===== src/rtl/timer_pkg.sv =====
// +-----------------------------------------------------------------------+
// | timer_pkg : shared state/mode encodings and config reset defaults     |
// | Rev 1.0   : initial release                                           |
// +-----------------------------------------------------------------------+
`default_nettype none

package timer_pkg;

   typedef enum logic [1:0] {
      IDLE = 2'd0,
      LOAD = 2'd1,
      RUN  = 2'd2,
      DONE = 2'd3
   } state_t;

   localparam logic MODE_ONESHOT  = 1'b0;
   localparam logic MODE_PERIODIC = 1'b1;

   localparam logic [7:0] CFG_PERIOD_RST   = 8'hFF;
   localparam logic [3:0] CFG_PRESCALE_RST = 4'd0;
   localparam logic       CFG_MODE_RST     = MODE_ONESHOT;

endpackage

`default_nettype wire


===== src/rtl/timer_ctrl_if.sv =====
// +-----------------------------------------------------------------------+
// | timer_ctrl_if : config/strobe/status bundle for timer_ctrl            |
// | Optional irq/irq_clr signals under macro TIMER_CTRL_IRQ_EN            |
// | Rev 1.0       : initial release                                       |
// +-----------------------------------------------------------------------+
`default_nettype none

interface timer_ctrl_if #(
   parameter int CNT_W = 8,
   parameter int PRE_W = 4
);
   logic             cfg_we;
   logic [CNT_W-1:0] cfg_period;
   logic [PRE_W-1:0] cfg_prescale;
   logic             cfg_mode;
   logic             start;
   logic             stop;
   logic [CNT_W-1:0] count;
   logic             busy;
   logic             done;
   logic             tc_pulse;
`ifdef TIMER_CTRL_IRQ_EN
   logic             irq_clr;
   logic             irq;
`endif

   modport master (
      output cfg_we, cfg_period, cfg_prescale, cfg_mode, start, stop,
`ifdef TIMER_CTRL_IRQ_EN
      output irq_clr,
      input  irq,
`endif
      input  count, busy, done, tc_pulse
   );

   modport slave (
      input  cfg_we, cfg_period, cfg_prescale, cfg_mode, start, stop,
`ifdef TIMER_CTRL_IRQ_EN
      input  irq_clr,
      output irq,
`endif
      output count, busy, done, tc_pulse
   );
endinterface

`default_nettype wire


===== src/rtl/timer_cnt_core.sv =====
// +-----------------------------------------------------------------------+
// | timer_cnt_core : up-counter with sync clear, increment enable and     |
// |                  terminal-count equality compare                      |
// | Rev 1.0        : initial release                                      |
// +-----------------------------------------------------------------------+
`default_nettype none

module timer_cnt_core #(
   parameter int CNT_W = 8
) (
   input  wire logic             clk,
   input  wire logic             reset,
   input  wire logic             i_clr,
   input  wire logic             i_inc,
   input  wire logic [CNT_W-1:0] i_period,
   output logic      [CNT_W-1:0] o_count,
   output logic                  o_at_tc
);

   logic [CNT_W-1:0] r_count;

   always_ff @(posedge clk or posedge reset) begin
      if (reset) begin
         r_count <= '0;
      end else if (i_clr) begin
         r_count <= '0;
      end else if (i_inc) begin
         r_count <= r_count + CNT_W'(1);
      end
   end

   assign o_count = r_count;
   assign o_at_tc = (r_count == i_period);

endmodule

`default_nettype wire


===== src/rtl/timer_ctrl.sv =====
// +-----------------------------------------------------------------------+
// | timer_ctrl : programmable timer sequencer (period, prescale, modes)   |
// | Optional irq latch under macro TIMER_CTRL_IRQ_EN                      |
// | Rev 1.0    : initial release                                          |
// +-----------------------------------------------------------------------+
`default_nettype none

module timer_ctrl
   import timer_pkg::*;
#(
   parameter int CNT_W = 8,
   parameter int PRE_W = 4
) (
   input  wire logic   clk,
   input  wire logic   reset,
   timer_ctrl_if.slave bus
);

   state_t           r_state;
   logic [CNT_W-1:0] r_period;
   logic [PRE_W-1:0] r_prescale;
   logic [PRE_W-1:0] r_pre;
   logic             r_mode;
   logic             r_busy;
   logic             r_done;
   logic             r_tc;

   logic [CNT_W-1:0] w_count;
   logic             w_at_tc;
   logic             w_tick;
   logic             w_clr;
   logic             w_inc;

   assign w_tick = (r_state == RUN) && (r_pre == r_prescale);
   // stop dominates everything, including a tick landing on terminal count
   assign w_clr  = bus.stop || (r_state == IDLE) || (r_state == LOAD) ||
                   (w_tick && w_at_tc && (r_mode == MODE_PERIODIC));
   assign w_inc  = w_tick && !w_at_tc;

   timer_cnt_core #(
      .CNT_W (CNT_W)
   ) u_cnt (
      .clk      (clk),
      .reset    (reset),
      .i_clr    (w_clr),
      .i_inc    (w_inc),
      .i_period (r_period),
      .o_count  (w_count),
      .o_at_tc  (w_at_tc)
   );

   always_ff @(posedge clk or posedge reset) begin
      if (reset) begin
         r_state    <= IDLE;
         r_period   <= CNT_W'(CFG_PERIOD_RST);
         r_prescale <= PRE_W'(CFG_PRESCALE_RST);
         r_mode     <= CFG_MODE_RST;
         r_pre      <= '0;
         r_busy     <= 1'b0;
         r_done     <= 1'b0;
         r_tc       <= 1'b0;
      end else begin
         r_tc <= 1'b0;
         if (bus.stop) begin
            r_state <= IDLE;
            r_pre   <= '0;
            r_busy  <= 1'b0;
            r_done  <= 1'b0;
         end else begin
            case (r_state)
               IDLE, DONE: begin
                  if (bus.cfg_we) begin
                     r_period   <= bus.cfg_period;
                     r_prescale <= bus.cfg_prescale;
                     r_mode     <= bus.cfg_mode;
                  end
                  if (bus.start) begin
                     r_state <= LOAD;
                     r_busy  <= 1'b1;
                  end
               end
               LOAD: begin
                  r_pre   <= '0;
                  r_done  <= 1'b0;
                  r_state <= RUN;
               end
               RUN: begin
                  if (w_tick) begin
                     r_pre <= '0;
                     if (w_at_tc) begin
                        r_tc <= 1'b1;
                        if (r_mode == MODE_ONESHOT) begin
                           r_done  <= 1'b1;
                           r_busy  <= 1'b0;
                           r_state <= DONE;
                        end
                     end
                  end else begin
                     r_pre <= r_pre + PRE_W'(1);
                  end
               end
               default: r_state <= IDLE;
            endcase
         end
      end
   end

   assign bus.count    = w_count;
   assign bus.busy     = r_busy;
   assign bus.done     = r_done;
   assign bus.tc_pulse = r_tc;

`ifdef TIMER_CTRL_IRQ_EN
   logic r_irq;

   // set has priority over a coincident clear
   always_ff @(posedge clk or posedge reset) begin
      if (reset) begin
         r_irq <= 1'b0;
      end else if (r_tc) begin
         r_irq <= 1'b1;
      end else if (bus.irq_clr) begin
         r_irq <= 1'b0;
      end
   end

   assign bus.irq = r_irq;
`endif

endmodule

`default_nettype wire


===== src/flat_wrapper.sv =====
// flat-port wrapper written by rule: the top's interface ports become plain ports
module timer_ctrl_flat import timer_pkg::*;
#(
   parameter int CNT_W = 8,
   parameter int PRE_W = 4
)
  (clk, reset, bus_cfg_we, bus_cfg_period, bus_cfg_prescale, bus_cfg_mode, bus_start, bus_stop, bus_count, bus_busy, bus_done, bus_tc_pulse);
  timer_ctrl_if #(.CNT_W(CNT_W), .PRE_W(PRE_W)) bus_i ();
  input  wire logic clk;
  input  wire logic reset;
  input wire logic [$bits(bus_i.cfg_we)-1:0] bus_cfg_we;
  input wire logic [$bits(bus_i.cfg_period)-1:0] bus_cfg_period;
  input wire logic [$bits(bus_i.cfg_prescale)-1:0] bus_cfg_prescale;
  input wire logic [$bits(bus_i.cfg_mode)-1:0] bus_cfg_mode;
  input wire logic [$bits(bus_i.start)-1:0] bus_start;
  input wire logic [$bits(bus_i.stop)-1:0] bus_stop;
  output wire logic [$bits(bus_i.count)-1:0] bus_count;
  output wire logic [$bits(bus_i.busy)-1:0] bus_busy;
  output wire logic [$bits(bus_i.done)-1:0] bus_done;
  output wire logic [$bits(bus_i.tc_pulse)-1:0] bus_tc_pulse;
  assign bus_i.cfg_we = bus_cfg_we;
  assign bus_i.cfg_period = bus_cfg_period;
  assign bus_i.cfg_prescale = bus_cfg_prescale;
  assign bus_i.cfg_mode = bus_cfg_mode;
  assign bus_i.start = bus_start;
  assign bus_i.stop = bus_stop;
  assign bus_count = bus_i.count;
  assign bus_busy = bus_i.busy;
  assign bus_done = bus_i.done;
  assign bus_tc_pulse = bus_i.tc_pulse;
  timer_ctrl #(.CNT_W(CNT_W), .PRE_W(PRE_W)) u_core (.clk(clk), .reset(reset), .bus(bus_i));
endmodule

===== config.mk =====
export PLATFORM = sky130hd
export DESIGN_NAME = timer_ctrl_flat
export DESIGN_NICKNAME = d
export VERILOG_FILES = /design/src/rtl/timer_pkg.sv /design/src/rtl/timer_ctrl_if.sv /design/src/rtl/timer_cnt_core.sv /design/src/rtl/timer_ctrl.sv /design/src/flat_wrapper.sv
export SDC_FILE = /design/constraint.sdc
export NUM_CORES = 1
export LEC_CHECK = 0
export BUFFER_PORTS_ARGS = -buffer_cell sky130_fd_sc_hd__buf_2
export CAP_MARGIN = 20
export CELL_PAD_IN_SITES_DETAIL_PLACEMENT = 0
export CELL_PAD_IN_SITES_GLOBAL_PLACEMENT = 1
export CORE_AREA = 2 2 62 64
export CTS_BUF_LIST = sky130_fd_sc_hd__clkbuf_8
export DETAILED_ROUTE_END_ITERATION = 10
export DIE_AREA = 0 0 64 66
export PLACE_DENSITY_LB_ADDON = 0.1
export SETUP_SLACK_MARGIN = 0.05
export SYNTH_ARGS = -nofsm -noshare
export SYNTH_HDL_FRONTEND = slang
export SYNTH_SLANG_ARGS = --single-unit

===== constraint.sdc =====
create_clock -name clk -period 6.05 [get_ports clk]
set_input_delay 0.605 -clock clk [delete_from_list [all_inputs] [get_ports clk]]
set_output_delay 0.605 -clock clk [all_outputs]
set_load 0.03 [all_outputs]

== Word-level counts from Yosys, hierarchy flattened ==
Cells that the tools add are included.

* Multiplexer cells: 26
* Reduce and logical (&&, ||, !) cells: 17
* Add/subtract/negate cells: 2
* Equal/unequal tests: 9
* Bitwise gates (word level): 1

{| class="wikitable"
|+ Operator list
! cell !! number
|-
| 2-to-1 mux 8 bit || 2
|-
| 2-to-1 mux 1 bit || 13
|-
| 2-to-1 mux 2 bit || 5
|-
| adder 8 x 1 -> 8 bit (second input constant) || 1
|-
| equality test 8 bit || 1
|-
| 2-to-1 mux 4 bit || 2
|-
| one-hot mux 4 bit (2 select lines) || 1
|-
| AND reduction 4 bit || 2
|-
| inequality test 3 x 2 -> 1 bit (second input constant) || 2
|-
| inequality test 3 bit (second input constant) || 2
|-
| one-hot mux 2 bit (3 select lines) || 1
|-
| nonzero test 3 bit || 2
|-
| AND reduction 5 bit || 1
|-
| adder 4 x 1 -> 4 bit (second input constant) || 1
|-
| equality test 2 bit (second input constant) || 2
|-
| equality test 4 bit || 1
|-
| logical AND 1 bit || 4
|-
| one-hot mux 1 bit (2 select lines) || 2
|-
| logical OR 1 bit || 3
|-
| AND reduction 3 bit || 1
|-
| equality test 2 x 1 -> 1 bit (second input constant) || 1
|-
| zero test 2 bit || 1
|-
| nonzero test 2 bit || 1
|-
| OR reduction 2 bit || 1
|-
| other kinds (2) || 2
|}

* Bits of input ports: 18
* Register bits: 30
* Output and inout bits: 11

== Longest topological paths before layout ==
* Depth after elaboration: 6
* Mapped depth: 7
* Depth with buffers taken out: 7

== Hierarchy ==
A second synthesis with hierarchy kept.

* Cells, all modules: 137
* Area, all modules: 1547.7 um^2

{| class="wikitable"
|+ Modules (own cells, without submodules)
! module !! area each (um^2) !! instances !! cells an instance !! seq. area each (um^2)
|-
| timer_ctrl || 1069.8 || 1 || 87 || 560.5
|-
| timer_cnt_core || 478.0 || 1 || 50 || 200.2
|}

== Worst setup path after synthesis ==
No wires, ideal clock.

* Path kind: reg2reg
* From: reg u_core.r_state[0]
* To: reg u_core.u_cnt.r_count[2] (netlist: u_core.u_cnt.o_count[2])
* Path buffers: 1
* Slack: 4031 ps
* Stages on the path, launching flop included: 8
* Arrival: 1941 ps
* Clock period less this slack: 2019 ps
* Path through: dfrtp_1 inv_1 ha_1 o2111ai_2 or3_1 buf_2 or4_1 a21oi_1

* Cells in the longest elaborated chain, start to end: 6
* Elaborated cells on any way between the ends: 12
* Classes of those cells: eq/ne (2); mux (1); reduce/logical (9)

{| class="wikitable"
|+ Ends and longest elaborated chain
! what !! line !! text
|-
| start, declared || timer_ctrl.sv:19 || <nowiki>state_t r_state;</nowiki>
|-
| start signal, assigned || timer_ctrl.sv:54 || <nowiki>r_state <= IDLE;</nowiki>
|-
| start signal, assigned || timer_ctrl.sv:65 || <nowiki>r_state <= IDLE;</nowiki>
|-
| start signal, assigned || timer_ctrl.sv:78 || <nowiki>r_state <= LOAD;</nowiki>
|-
| equality test 2 bit || timer_ctrl.sv:34 || <nowiki>assign w_tick = (r_state == RUN) && (r_pre == r_prescale);</nowiki>
|-
| logical AND 1 bit || timer_ctrl.sv:34 ||
|-
| logical AND 1 bit (2 in a row) || timer_ctrl.sv:37 || <nowiki>(w_tick && w_at_tc && (r_mode == MODE_PERIODIC));</nowiki>
|-
| logical OR 1 bit || timer_ctrl.sv:36 || <nowiki>assign w_clr = bus.stop || (r_state == IDLE) || (r_state == LOAD) ||</nowiki>
|-
| 2-to-1 mux 8 bit or nonzero test 2 bit (tied branches) || -- ||
|-
| end signal, assigned || timer_cnt_core.sv:28 || <nowiki>r_count <= r_count + CNT_W'(1);</nowiki>
|-
| end, declared || timer_cnt_core.sv:20 || <nowiki>logic [CNT_W-1:0] r_count;</nowiki>
|}

Parallel ways exist; a longest one is shown, timed or not.
A chain may end at the register's enable or synchronous reset.

== Worst setup path after layout ==
* From: reg u_core.u_cnt.r_count[1] (netlist: u_core.u_cnt.o_count[1])
* To: reg u_core.u_cnt.r_count[7] (netlist: u_core.u_cnt.o_count[7])

* Cells in the longest elaborated chain, start to end: 5
* Elaborated cells on any way between the ends: 10
* Classes of those cells: add/sub (1); eq/ne (1); mux (2); reduce/logical (6)

{| class="wikitable"
|+ Ends and longest elaborated chain
! what
|-
| parallel branches: the longest is 5 deep, another holds adder 8 x 1 -> 8 bit
|}

Several ways; the timed one is not identified. The select of a mux whose other input is x is not followed.

==> results.toml <==
[outcome]
status = "complete, no violations"

[yosys]
synth_warnings = 0
synth_area_leaders = "dfrtp_1 (34%), dfstp_2 (13%), mux2_2 (8.2%), xor2_1 (4.8%), ha_1 (3.8%)"
synthArstFlopShare = 1.00
syn-cell-area_sq_um = 1640
synth.most_common_cell = "dfrtp_1"
synth_edf_count = 0
synth_xor_area_frac = 0.0480
ys_top_cells_by_count = "dfrtp_1 (22), mux2_2 (12), a21oi_1 (9), xor2_1 (9), dfstp_2 (8)"
synth-simple-area-share = 0.176
syn_nets = 179
syn-instance-count = 156
yosys_register_bits = 30
avgSynthCellArea_sq_um = 10.5
synth_top_family_by_area = "simple AND/OR/NAND/NOR gates"
synth_mux_area_frac = 0.0884
yosysTopAreaCell = "dfrtp_1"
ys_seq_area_frac = 0.463
synth.distinct_cells = 38
synth_compound_area_frac = 0.145
synthDominantCellAreaShare = 0.335
yosys.area_share.adder = 0.0381
synth_ff_type = "dfrtp_1"

[timing]
finalSetupViolCount = 0
slew_violations = 0
hold_viol_final = 0
max_freq_ghz = 0.419
finClkSkew_ps = 6.22
whs_ps = 418
fin_crit_ps = 2390
worst_pin_slew_ps = 661
setup_tns_ps = 0
rsz0062_at_grt = "false"
post-route-period-util = 0.395
maxSlewHeadroom = 0.559

[clock_network]
cts_root_buf = "clkbuf_8"
clock-sinks = 30
clock_latency_ps = 280
ctsResizeCount = 0
cts_made_buffers = 5
clk_pin_slew_ps = 60
cts_buffer_depth = 2
htreeDepth = 2
cts_hold_buf = 0
cts_tree = "done"
cts_setup_buffers = 0

[final_layout]
multiInputGateArea_sq_um = 818
nFillCells = 328
nNetsFinal = 209
stdcell_area_sq_um = 1940
diodes = 0
area_growth_pct = 18.1
drive_gt1_frac = 0.342
seqCellArea_sq_um = 761

[setup_path]
path_class = "reg -> reg"
crit_path_end_kind = "register"
crit_required_ps = 6200
cp-start-kind = "register"
arrival_ps = 2530
crit_fanout = 18
worstRegToRegCells = 5

[global_routing]
overflow = 0
grt.total_usage = 0.189
antenna_found_initial = 0
grt_pass1_wl_microns = 6060
grt_pass1_vias = 1285
grt_max_degree = 19

[detailed_routing]
antenna_left = 0
wire_per_inst_microns = 15.1
drc = 0
drt_first_iter_violations = 125
routed_via_density = 5.60
vias = 1315
finalWirelength_microns = 3540
drt_pass1_iterations = 4

[pwr]
p_per_area_nw_per_um2 = 370
peakVddDrop_v = 0.000173
p_leak_nw = 0.847

[floorplan]
rows = 22
core_area_sq_um = 3550
die_w_microns = 64
start_util = 0.462
die_h_microns = 66
dieArea_sq_um = 4220
io_pins = 29

[place]
io_buffers = 28
gp_congestion = 0.766
placed_cell_area_sq_um = 1840
dp_hpwl_microns = 2670

[hold_path]
hold_path.class = "in -> async"

[job]
cap_viol_max_count = 0
[critical path, stage by stage, from the launching register on]
cell	delay (ps)
dfrtp_1	460
xor2_1	170
nor4_1	490
and2_1	550
a311o_1	480
a21oi_1	90
[path summary, 6_finish.rpt]
kind,startpoint,endpoint,slack (ps)
max,u_core.u_cnt.o_count[1],u_core.u_cnt.o_count[7],3660
min,reset,u_core.r_prescale[3],420
max reg2reg,u_core.u_cnt.o_count[1],u_core.u_cnt.o_count[7],3660
min reg2reg,u_core.bus.done,u_core.bus.done,540
max in group asynchronous,reset,u_core.r_period[6],5050
min in group clk,u_core.bus.done,u_core.bus.done,540
[through the flow]
step	setup slack, ps	utilization	total power [mW]	std cells
after floorplan	4030	-	0.506	156
after global placement	3750	0.510	0.550	225
after detailed placement	3700	0.517	0.560	226
after CTS	3690	0.543	0.725	234
after global routing	3500	0.546	0.776	235
final	3660	0.546	0.718	235
[registers in the layout, summed over array words and instances, names as in the netlist]
| register | cells |
|---|---|
| u_core.bus.busy | 1 |
| u_core.r_state | 2 |
| u_core.r_prescale | 4 |
| u_core.u_cnt.o_count | 8 |
| u_core.bus.tc_pulse | 1 |
| u_core.r_period | 8 |
| u_core.bus.done | 1 |
| u_core.r_pre | 4 |
| u_core.r_mode | 1 |
[layer usage]
metal,wire length [microns],vias to the layer above,GRT usage
met5,0,-,0
met4,98,0,0.0788
met3,151,8,0.0494
met2,1690,35,0.298
met1,1600,626,0.247
li1,-,646,-
[cell type report]
type                            instances  area share
Clock buffer                            6      0.0426
Clock inverter                          2     0.00452
Inverter                                8      0.0155
Multi-Input combinational cell        111       0.422
Sequential cell                        30       0.392
Tap cell                               48      0.0310
Timing Repair Buffer                   30      0.0923
[cell families after synthesis]
group,after synthesis
AND/OR/NAND/NOR,50
AO/OA/AOI/OAI,34
flip-flops,30
buffers and inverters,15
multiplexers,13
XOR/XNOR,9
adder cells (fa/ha/maj),5
[cell usage in the layout (no fill, tap or decap), types with 4 or more instances in the layout]
cell type	Yosys	layout
a21oi_1	9	9
buf_2	3	28
clkbuf_8	0	6
dfrtp_1	22	22
dfstp_2	8	8
ha_1	5	5
inv_1	7	8
mux2_2	12	12
nand2_1	6	6
nand2b_1	4	4
nand3_1	6	6
nor2_1	6	6
o21ai_0	7	7
o31ai_1	5	5
or3_1	6	6
xor2_1	9	9
[where the power goes]
group	total [mW]	switching, mW	internal, mW	leakage, nW
clock	0.161	0.0709	0.0898	0.0524
sequential	0.318	0.0417	0.277	0.378
combinational	0.239	0.129	0.110	0.417
(Power assumes the default switching activity.)
